### src/rtl/mult_product_accumulator.sv
// Accumulates a run of unsigned multiplier products and returns the sum on a valid/ready handshake.
// Optional macro ACC_SATURATE_EN: clamp the sum at all ones on carry out instead of wrapping.
module mult_product_accumulator #(
  parameter int N     = 8,
  parameter int LEN_W = 8,
  parameter int ACC_W = 2*N + LEN_W
) (
  input  logic               clk,
  input  logic               Reset_n,
  input  logic               Start,
  input  logic [LEN_W-1:0]   Len_in,
  input  logic [2*N-1:0]     P_in,
  input  logic               P_valid,
  output logic [ACC_W-1:0]   Acc_out,
  output logic               Acc_valid,
  input  logic               Acc_ready,
  output logic               Busy,
  output logic               Overflow
);

  typedef enum logic [1:0] {IDLE, ACCUM, DONE} state_t;

  state_t           state;
  state_t           state_next;
  logic [LEN_W-1:0] count;
  logic [ACC_W-1:0] acc;
  logic             overflow;
  logic             load_run;
  logic             accept;
  logic [ACC_W:0]   sum;
  logic             carry;

  // One extra bit on the adder exposes the carry out of the accumulator
  assign sum   = {1'b0, acc} + (ACC_W+1)'(P_in);
  assign carry = sum[ACC_W];

  always_ff @(posedge clk or negedge Reset_n) begin
    if (!Reset_n) begin
      state <= IDLE;
    end else begin
      state <= state_next;
    end
  end

  always_comb begin
    state_next = state;
    load_run   = 1'b0;
    accept     = 1'b0;
    case (state)
      IDLE: begin
        if (Start) begin
          load_run   = 1'b1;
          state_next = (Len_in == '0) ? DONE : ACCUM;
        end
      end
      ACCUM: begin
        if (P_valid) begin
          accept = 1'b1;
          if (count == LEN_W'(1)) state_next = DONE;
        end
      end
      DONE: begin
        if (Acc_ready) state_next = IDLE;
      end
      default: state_next = IDLE;
    endcase
  end

  always_ff @(posedge clk or negedge Reset_n) begin
    if (!Reset_n) begin
      acc      <= '0;
      overflow <= 1'b0;
      count    <= '0;
    end else if (load_run) begin
      acc      <= '0;
      overflow <= 1'b0;
      count    <= Len_in;
    end else if (accept) begin
      count <= count - LEN_W'(1);
      if (carry) overflow <= 1'b1;
`ifdef ACC_SATURATE_EN
      // Once clamped, any later term carries again (or adds zero), so the value sticks at all ones
      acc <= carry ? '1 : sum[ACC_W-1:0];
`else
      acc <= sum[ACC_W-1:0];
`endif
    end
  end

  assign Acc_out   = acc;
  assign Acc_valid = (state == DONE);
  assign Busy      = (state != IDLE);
  assign Overflow  = overflow;

endmodule

### config.mk
export PLATFORM = sky130hd
export DESIGN_NAME = mult_product_accumulator
export DESIGN_NICKNAME = d
export VERILOG_FILES = /design/src/rtl/mult_product_accumulator.sv
export SDC_FILE = /design/constraint.sdc
export NUM_CORES = 1
export LEC_CHECK = 0
export ABC_AREA = 1
export BUFFER_PORTS_ARGS = -buffer_cell sky130_fd_sc_hd__buf_2
export CORE_MARGIN = 3
export CORE_UTILIZATION = 47
export CTS_CLUSTER_DIAMETER = 150
export DETAILED_ROUTE_END_ITERATION = 8
export PLACE_DENSITY_LB_ADDON = 0.08
export SYNTH_ARGS = -nofsm -noshare
export SYNTH_HDL_FRONTEND = slang
export SYNTH_SLANG_ARGS = --single-unit
### constraint.sdc
create_clock -name clk -period 2.1 [get_ports clk]
set_clock_uncertainty 0.15 [all_clocks]
set_input_delay 0 -clock clk [delete_from_list [all_inputs] [get_ports clk]]
set_output_delay 0 -clock clk [all_outputs]
set_load 0.1 [all_outputs]
Word-level counts from Yosys, hierarchy flattened
Cells that the tools add are included.
- output and inout port bits: 27
- word-level logic and storage cells: 37
- input bits: 29
- flip-flop bits (word level): 35
- $add $sub $neg: 2
- reduce and logical (&&, ||, !) cells: 7
- muxes and demuxes: 17
- equality and inequality tests: 7
- operator list (cell ; count):
    24-bit 2-to-1 mux ; 2
    24-bit by 16-bit adder with 25-bit output ; 1
    8-bit 2-to-1 mux ; 2
    2-bit 2-to-1 mux ; 5
    8-bit by 1-bit == test with 1-bit output (second input constant) ; 1
    8-bit zero test ; 1
    8-bit by 1-bit subtractor with 8-bit output (second input constant) ; 1
    1-bit 2-to-1 mux ; 7
    2-bit inequality test (second input constant) ; 3
    2-bit case mux with 3 select lines ; 1
    2-bit nonzero test ; 3
    4-bit AND reduction ; 1
    2-bit by 1-bit == test with 1-bit output (second input constant) ; 1
    2-bit == test (second input constant) ; 1
    2-bit zero test ; 1
    2-bit by 1-bit inequality test with 1-bit output (second input constant) ; 1
    2-bit AND reduction ; 1

Longest topological paths before layout
Gate-level depths: netlist (run 1).
- word-level depth: 4
- gate-level depth with buffers: 14
- mapped depth without buffers: 14

Least setup slack after synthesis (run 1)
Ideal clock, no wire load.
- kind: reg-to-reg
- start: register acc[0] (netlist: Acc_out[0])
- end: register acc[20] (netlist: Acc_out[20])
- cell stages (with the launch flop): 14
- data arrival time: 2.390 ns
- clock period less this slack: 2.663 ns
- required time: 1.826 ns
- setup time: 0.124 ns
- setup slack: -0.563 ns
- path buffers: 0
- cell sequence: dfrtp_1 -> ha_1 -> inv_1 -> fa_1 -> inv_1 -> nand3_1 -> nand3_2 -> nand2_1 -> nand2_1 -> nand2_1 -> nand2_2 -> nand3_1 -> nand2_1 -> nor2_1
- longest elaborated chain between the ends: 3
- RTL lines (item ; RTL line ; text):
    start: declaration ; 26 ; logic [ACC_W-1:0] acc;
    start signal: assignment ; 85 ; acc <= sum[ACC_W-1:0];
    24-bit by 16-bit adder with 25-bit output ; 34 ; assign sum = {1'b0, acc} + (ACC_W+1)'(P_in);
    24-bit 2-to-1 mux ; 78 ; end else if (accept) begin
    24-bit 2-to-1 mux ; 74 ; end else if (load_run) begin
No other way between the ends. The select of a mux whose other input is x is not followed.
A chain may end at the register's enable or synchronous reset.

Worst setup path in the final report (run 1)
- start: register acc[0] (netlist: Acc_out[0])
- end: register acc[16] (netlist: Acc_out[16])
The elaborated chain is that of the path after synthesis.

==> results of run 1 <==
-- layout make-up --
class,count,area (sq um)
clock buffer,6,72.6
clock inverter,2,12.5
fill,527,2100
inverter,53,199
multi-input combinational,306,1720
sequential,35,905
tap,72,90.1
timing repair buffer,78,483
-- flip-flops by register name, summed over array words and instances, names as in the netlist --
name	flops
Acc_out	24
count	8
state	2
Overflow	1
-- layout by cell type, fill, tap and decap left out, drive strengths merged, types with 4 or more instances in the layout --
master,synthesis,final
nand2,137,137
buf,5,64
inv,52,52
nor2,39,39
dfrtp,35,35
a21oi,28,28
nand3,27,27
ha,18,18
dlygate4sd3,0,14
o21ai,14,14
nor3,7,7
xor2,6,6
clkbuf,0,6
nand3b,4,4
o221ai,4,4
-- final timing paths --
path	from	to	slack (ns)	depth (start not counted)
setup / recovery	Acc_out[0]	Acc_out[16]	0.06	14
hold / removal	P_valid	count[7]	0.03	3
setup reg to reg	Acc_out[0]	Acc_out[16]	0.06	14
hold reg to reg	count[2]	count[2]	0.34	2
max in group asynchronous	Reset_n	Acc_out[0]	1.00	2
min in group asynchronous	Reset_n	Acc_out[6]	0.19	2
-- power breakdown --
part	total [W]	internal (W)	switching, W	leakage [nW]
sequential	0.00115	0.000957	0.000189	0.426
clock	0.000510	0.000232	0.000278	0.0412
combinational	0.00373	0.00100	0.00273	1.35
total	0.00538	0.00219	0.00319	1.82
-- metal layers --
metal	up-vias	GRT usage, %	wire [um]
li1	1452	-	-
met1	1300	30.0	3370
met5	-	0	0
met4	0	9.47	138
met3	15	3.90	387
met2	76	40.4	3590
-- worst max-delay path: stages (launching register included) --
cell	delay [ns]
dfrtp_4	0.42
ha_4	0.13
inv_2	0.04
fa_2	0.40
inv_2	0.08
nand3_2	0.08
nand3_4	0.09
nand2_2	0.05
nand2_2	0.09
nand2_2	0.07
nand2_4	0.08
nand2_2	0.05
nand2_1	0.08
nand2_1	0.05
nor2_2	0.10
-- stage by stage --
stage | setup WS, ns | TNS, ns | std cells
finish | 0.0643 | 0 | 552
global route | -0.0519 | -0.0866 | 552
CTS | 0.0670 | 0 | 546
detailed placement | 0.0934 | 0 | 524
global placement | 0.133 | 0 | 524
floorplan | -0.0311 | -0.0361 | 399
-- cells by family (layout without fill, tap and decap cells) --
family,count (synthesis),after routing,synth area share [%]
AO/OA/AOI/OAI,58,58,12.6
buffers and inverters,58,139,8.25
flip-flops,35,35,31.9
adder cells (fa/ha/maj),19,19,8.93
XOR/XNOR,7,7,2.23
AND/OR/NAND/NOR,222,222,36.1
-- timing repair --
| action | CTS | global route |
|---|---|---|
| gates resized for setup | 0 | 16 |
| setup buffers | 0 | 6 |
| hold buffers | 14 | 0 |
| endpoints found under the hold margin | 47 | 0 |
| setup endpoints to repair | 0 | 6 |
==> reports/summary.txt, run 1 <==
status - complete, no violations
Tcrit/Tclk final - 96.9%
ys async rst share - 100%
die area - 0.00680 sq mm
Num CTS Buffers - 5
Max-Cap Viols - 0
Tightest Pin Transition - 0.843 ns
core area - 0.00557 sq mm
EDFF count, synth - 0
Leakage - 1.82 nW
Layout Nets - 527
CP startpoint kind - flop
Setup violations, final - 0
initial DRC count - 160
diode count - 0
First-pass DRT Iterations - 4
Fin. Hold Viols - 0
Synth Flop Type - dfrtp_1
design area - 0.00348 sq mm
layout cells sized above 1 - 28.3%
Finished Core Util - 62.4%
initial antenna violation count - 0
vias in the first global route - 2718
Syn Area/Cell - 6.88 sq um
Max-slew headroom - 43.8%
CTS H-tree lvls - 2
Synth Register Bits - 35
TritonCTS Sinks - 35
Routed Wire Length - 7480 um
hold slack - 0.0280 ns
drt wl/cell - 13.6 um
Synth Cell Area - 0.00275 sq mm
Pins Over Slew Limit - 0
RSZ-0062 raised after global routing - true
largest net degree at the start of global routing - 36
GRT Overall Usage - 23.8%
syn_nets - 447
io pins - 56
Overall Power - 0.00538 W
worst vdd ir - 1270 uV
hold crit path type - input port to flop
DRC viols - 0
P&R area growth vs syn - 26.6%
worst path arrival time - 2.12 ns
Port-buffer cells - 55
post-route minimum period - 2.04 ns
clock root cell - clkbuf_8
total gr overflow - 0
Initial Util - 49.3%
required time of the critical path - 2.18 ns
Pwr Density - 1550 mW/mm^2
Die Y - 82.4 um
top-count cell post-synth - nand2_1
Synth area leaders - dfrtp_1 32%, nand2_1 17%, ha_1 8.2%
Yosys warning count - 0
DRT antenna net count - 0
Via-to-Cell Ratio - 5.15
Rows - 27
Crit Path Max Fanout - 4
Fmax - 491 MHz
Yosys cell types - 40
via count - 2843
first-pass GRT wire length - 12300 um
worst setup path class - flop to flop
Placer Congestion - 0.898
share of the synthesized area in the top cell type - 31.9%
Critical Path End Type - flop
Synth area leader - dfrtp_1
register area share after synthesis - 31.9%
Max Root-Sink Buffers - 2
Die Wd - 82.4 um
CTS tree - built
Post-Synthesis Cells - 399
detailed-placement wirelength estimate - 5350 um
clk slew on worst S/H paths - 0.08 ns
Post-synth top cells - 126 x nand2_1, 49 x inv_1, 35 x dfrtp_1
Worst-Skew Late Latency - 0.30 ns
Placement Cell Area - 0.00315 sq mm
(Power assumes the default switching activity.)
==> inputs of run 2 (changes only) <==
--- a/config.mk
+++ b/config.mk
@@ -11,6 +11,7 @@
 export CORE_UTILIZATION = 47
 export CTS_CLUSTER_DIAMETER = 150
 export DETAILED_ROUTE_END_ITERATION = 8
+export GPL_TIMING_DRIVEN = 0
 export PLACE_DENSITY_LB_ADDON = 0.08
 export SYNTH_ARGS = -nofsm -noshare
 export SYNTH_HDL_FRONTEND = slang
==> run 2 against run 1 <==
The flow now finishes with violations (negative hold slack). Global-route usage is 0.82 points lower. Worst hold slack worse by 0.068 ns. Register-to-register slack hardly changed. Largest power group unchanged. Total power grew 4.7%. Highest routed layer unchanged. Die area unchanged. Wire length is 0.29% higher.
==> reports/summary.txt, run 2 (synthesis gave the netlist of run 1 again) <==
status - finished, violations left
failing checks - negative hold slack
vias in the first global route - 2777
Sequential cell area - 905 sq um
diode count - 0
die area - 0.00680 sq mm
Worst-Skew Late Latency - 0.30 ns
CTS tree - built
drt wl/cell - 13.6 um
Num CTS Buffers - 5
GRT Overall Usage - 23.0%
Layout Nets - 526
total gr overflow - 0
initial antenna violation count - 0
Pwr Density - 1570 mW/mm^2
design area - 0.00358 sq mm
Routed Wire Length - 7500 um
CTS H-tree lvls - 2
Clk pwr share - 12.1%
switch share - 57.7%
Placer Congestion - 0.879
initial DRC count - 151
largest net degree at the start of global routing - 36
Fmax - 489 MHz
First-pass DRT Iterations - 4
Leakage - 1.84 nW
clock root cell - clkbuf_8
Worst Reg-to-Reg Cells - 9
worst setup path class - flop to flop
CP max stage cell - dfrtp_4
io pins - 56
Die Wd - 82.4 um
layout cells sized above 1 - 29.4%
combinational share of power - 67.3%
post-route minimum period - 2.04 ns
Port-buffer cells - 55
Max Root-Sink Buffers - 2
Max-Cap Viols - 0
Fin. Hold Viols - 3
first-pass GRT wire length - 12100 um
worst path arrival time - 2.08 ns
Initial Util - 49.3%
hold crit path type - input port to flop
TritonCTS Sinks - 35
Die Y - 82.4 um
Rows - 27
DRC viols - 0
cell count of the worst hold path - 4
P&R area growth vs syn - 30.4%
Tcrit/Tclk final - 97.3%
Seq pwr share - 20.7%
core area - 0.00557 sq mm
sequence of cells on the critical path - ha_4 > inv_2 > fa_2 > inv_2 > nand3_4 > nand3_4 > buf_6 > or2_2 > a32o_1
Internal - 0.00238 W
worst vdd ir - 1100 uV
Finished Core Util - 64.2%
via count - 2886
commonest cells after routing, fill and taps aside - 120 x nand2_1, 59 x buf_2, 47 x inv_1, 33 x nor2_1, 27 x a21oi_1
Max-slew headroom - 44.3%
Via-to-Cell Ratio - 5.24
commonest non-fill, non-tap cell in the layout - nand2_1
Crit Path Max Fanout - 3
Switch Pwr - 0.00325 W
required time of the critical path - 2.13 ns
Setup violations, final - 0
RSZ-0062 raised after global routing - true
Critical Path End Type - flop
multi-input combinational cell area - 0.00180 sq mm
Worst path max stage delay - 0.50 ns
CP startpoint kind - flop
Pins Over Slew Limit - 0
max reg flops - 24
Fillers - 531
detailed-placement wirelength estimate - 5470 um
hold slack - -0.0395 ns
Tightest Pin Transition - 0.835 ns
DRT antenna net count - 0
Placement Cell Area - 0.00316 sq mm
clk slew on worst S/H paths - 0.08 ns
[run 2: path summary, 6_finish.rpt]
| check | startpoint | slack [ns] | endpoint |
|---|---|---|---|
| max in group asynchronous | Reset_n | 1.00 | Acc_out[0] |
| max | Acc_out[0] | 0.06 | Acc_out[4] |
| min in group asynchronous | Reset_n | 0.19 | Acc_out[4] |
| min reg2reg | count[2] | 0.34 | count[2] |
| max reg2reg | Acc_out[0] | 0.06 | Acc_out[4] |
| min | P_in[6] | -0.04 | Acc_out[6] |
[run 2: critical path, delay by kind of cell, from the launching register on]
| kind | cells | cell delay, ns |
|---|---|---|
| flip-flops | 1 | 0.50 |
| AND/OR/NAND/NOR | 3 | 0.41 |
| adder cells (fa/ha/maj) | 2 | 0.40 |
| buffers and inverters | 3 | 0.24 |
| AO/OA/AOI/OAI | 1 | 0.24 |
[run 2: area by class of cell]
cell class / count / area share, %
clock buffers: 6 / 2.31
clock inverters: 2 / 1.08
repair buffers: 72 / 12.3
well taps: 72 / 2.52
flip-flops and latches: 35 / 25.3
multi-input cells: 306 / 50.2
plain buffers: 5 / 0.769
inverters: 53 / 5.56
[run 2: per-stage QoR]
step           total power (W)  setup TNS [ns]  worst slack (ns)  cells
2_1_floorplan          0.00400         -0.0361           -0.0311    399
3_3_place_gp           0.00465               0            0.0617    526
3_5_place_dp           0.00470       -0.000825         -0.000825    526
4_1_cts                0.00544               0           0.00694    548
5_1_grt                0.00606         -0.0419           -0.0125    551
6_report               0.00563               0            0.0570    551
[run 2: per-layer routing]
metal | GRT usage [%] | wire length [um]
met1 | 28.6 | 3270
met2 | 40.8 | 3750
met3 | 3.04 | 359
met4 | 7.48 | 129
met5 | 0 | 0
[run 2: timing repair]
action | 4_1_cts | 5_1_grt
hold endpoints to repair | 46 | 0
resized for setup | 0 | 26
setup endpoints to repair | 2 | 10
buffers inserted | 1 | 3
hold buffers | 13 | 0
pin swaps | 1 | 3
[run 2: power groups by stage]
stage / Combinational (W) / Sequential, W / Clock (W)
floorplan: 0.00180 / 0.00220 / 0
global placement: 0.00350 / 0.00115 / 0
detailed placement: 0.00354 / 0.00116 / 0
CTS: 0.00361 / 0.00115 / 0.000689
global route: 0.00413 / 0.00120 / 0.000721
finish: 0.00379 / 0.00116 / 0.000680
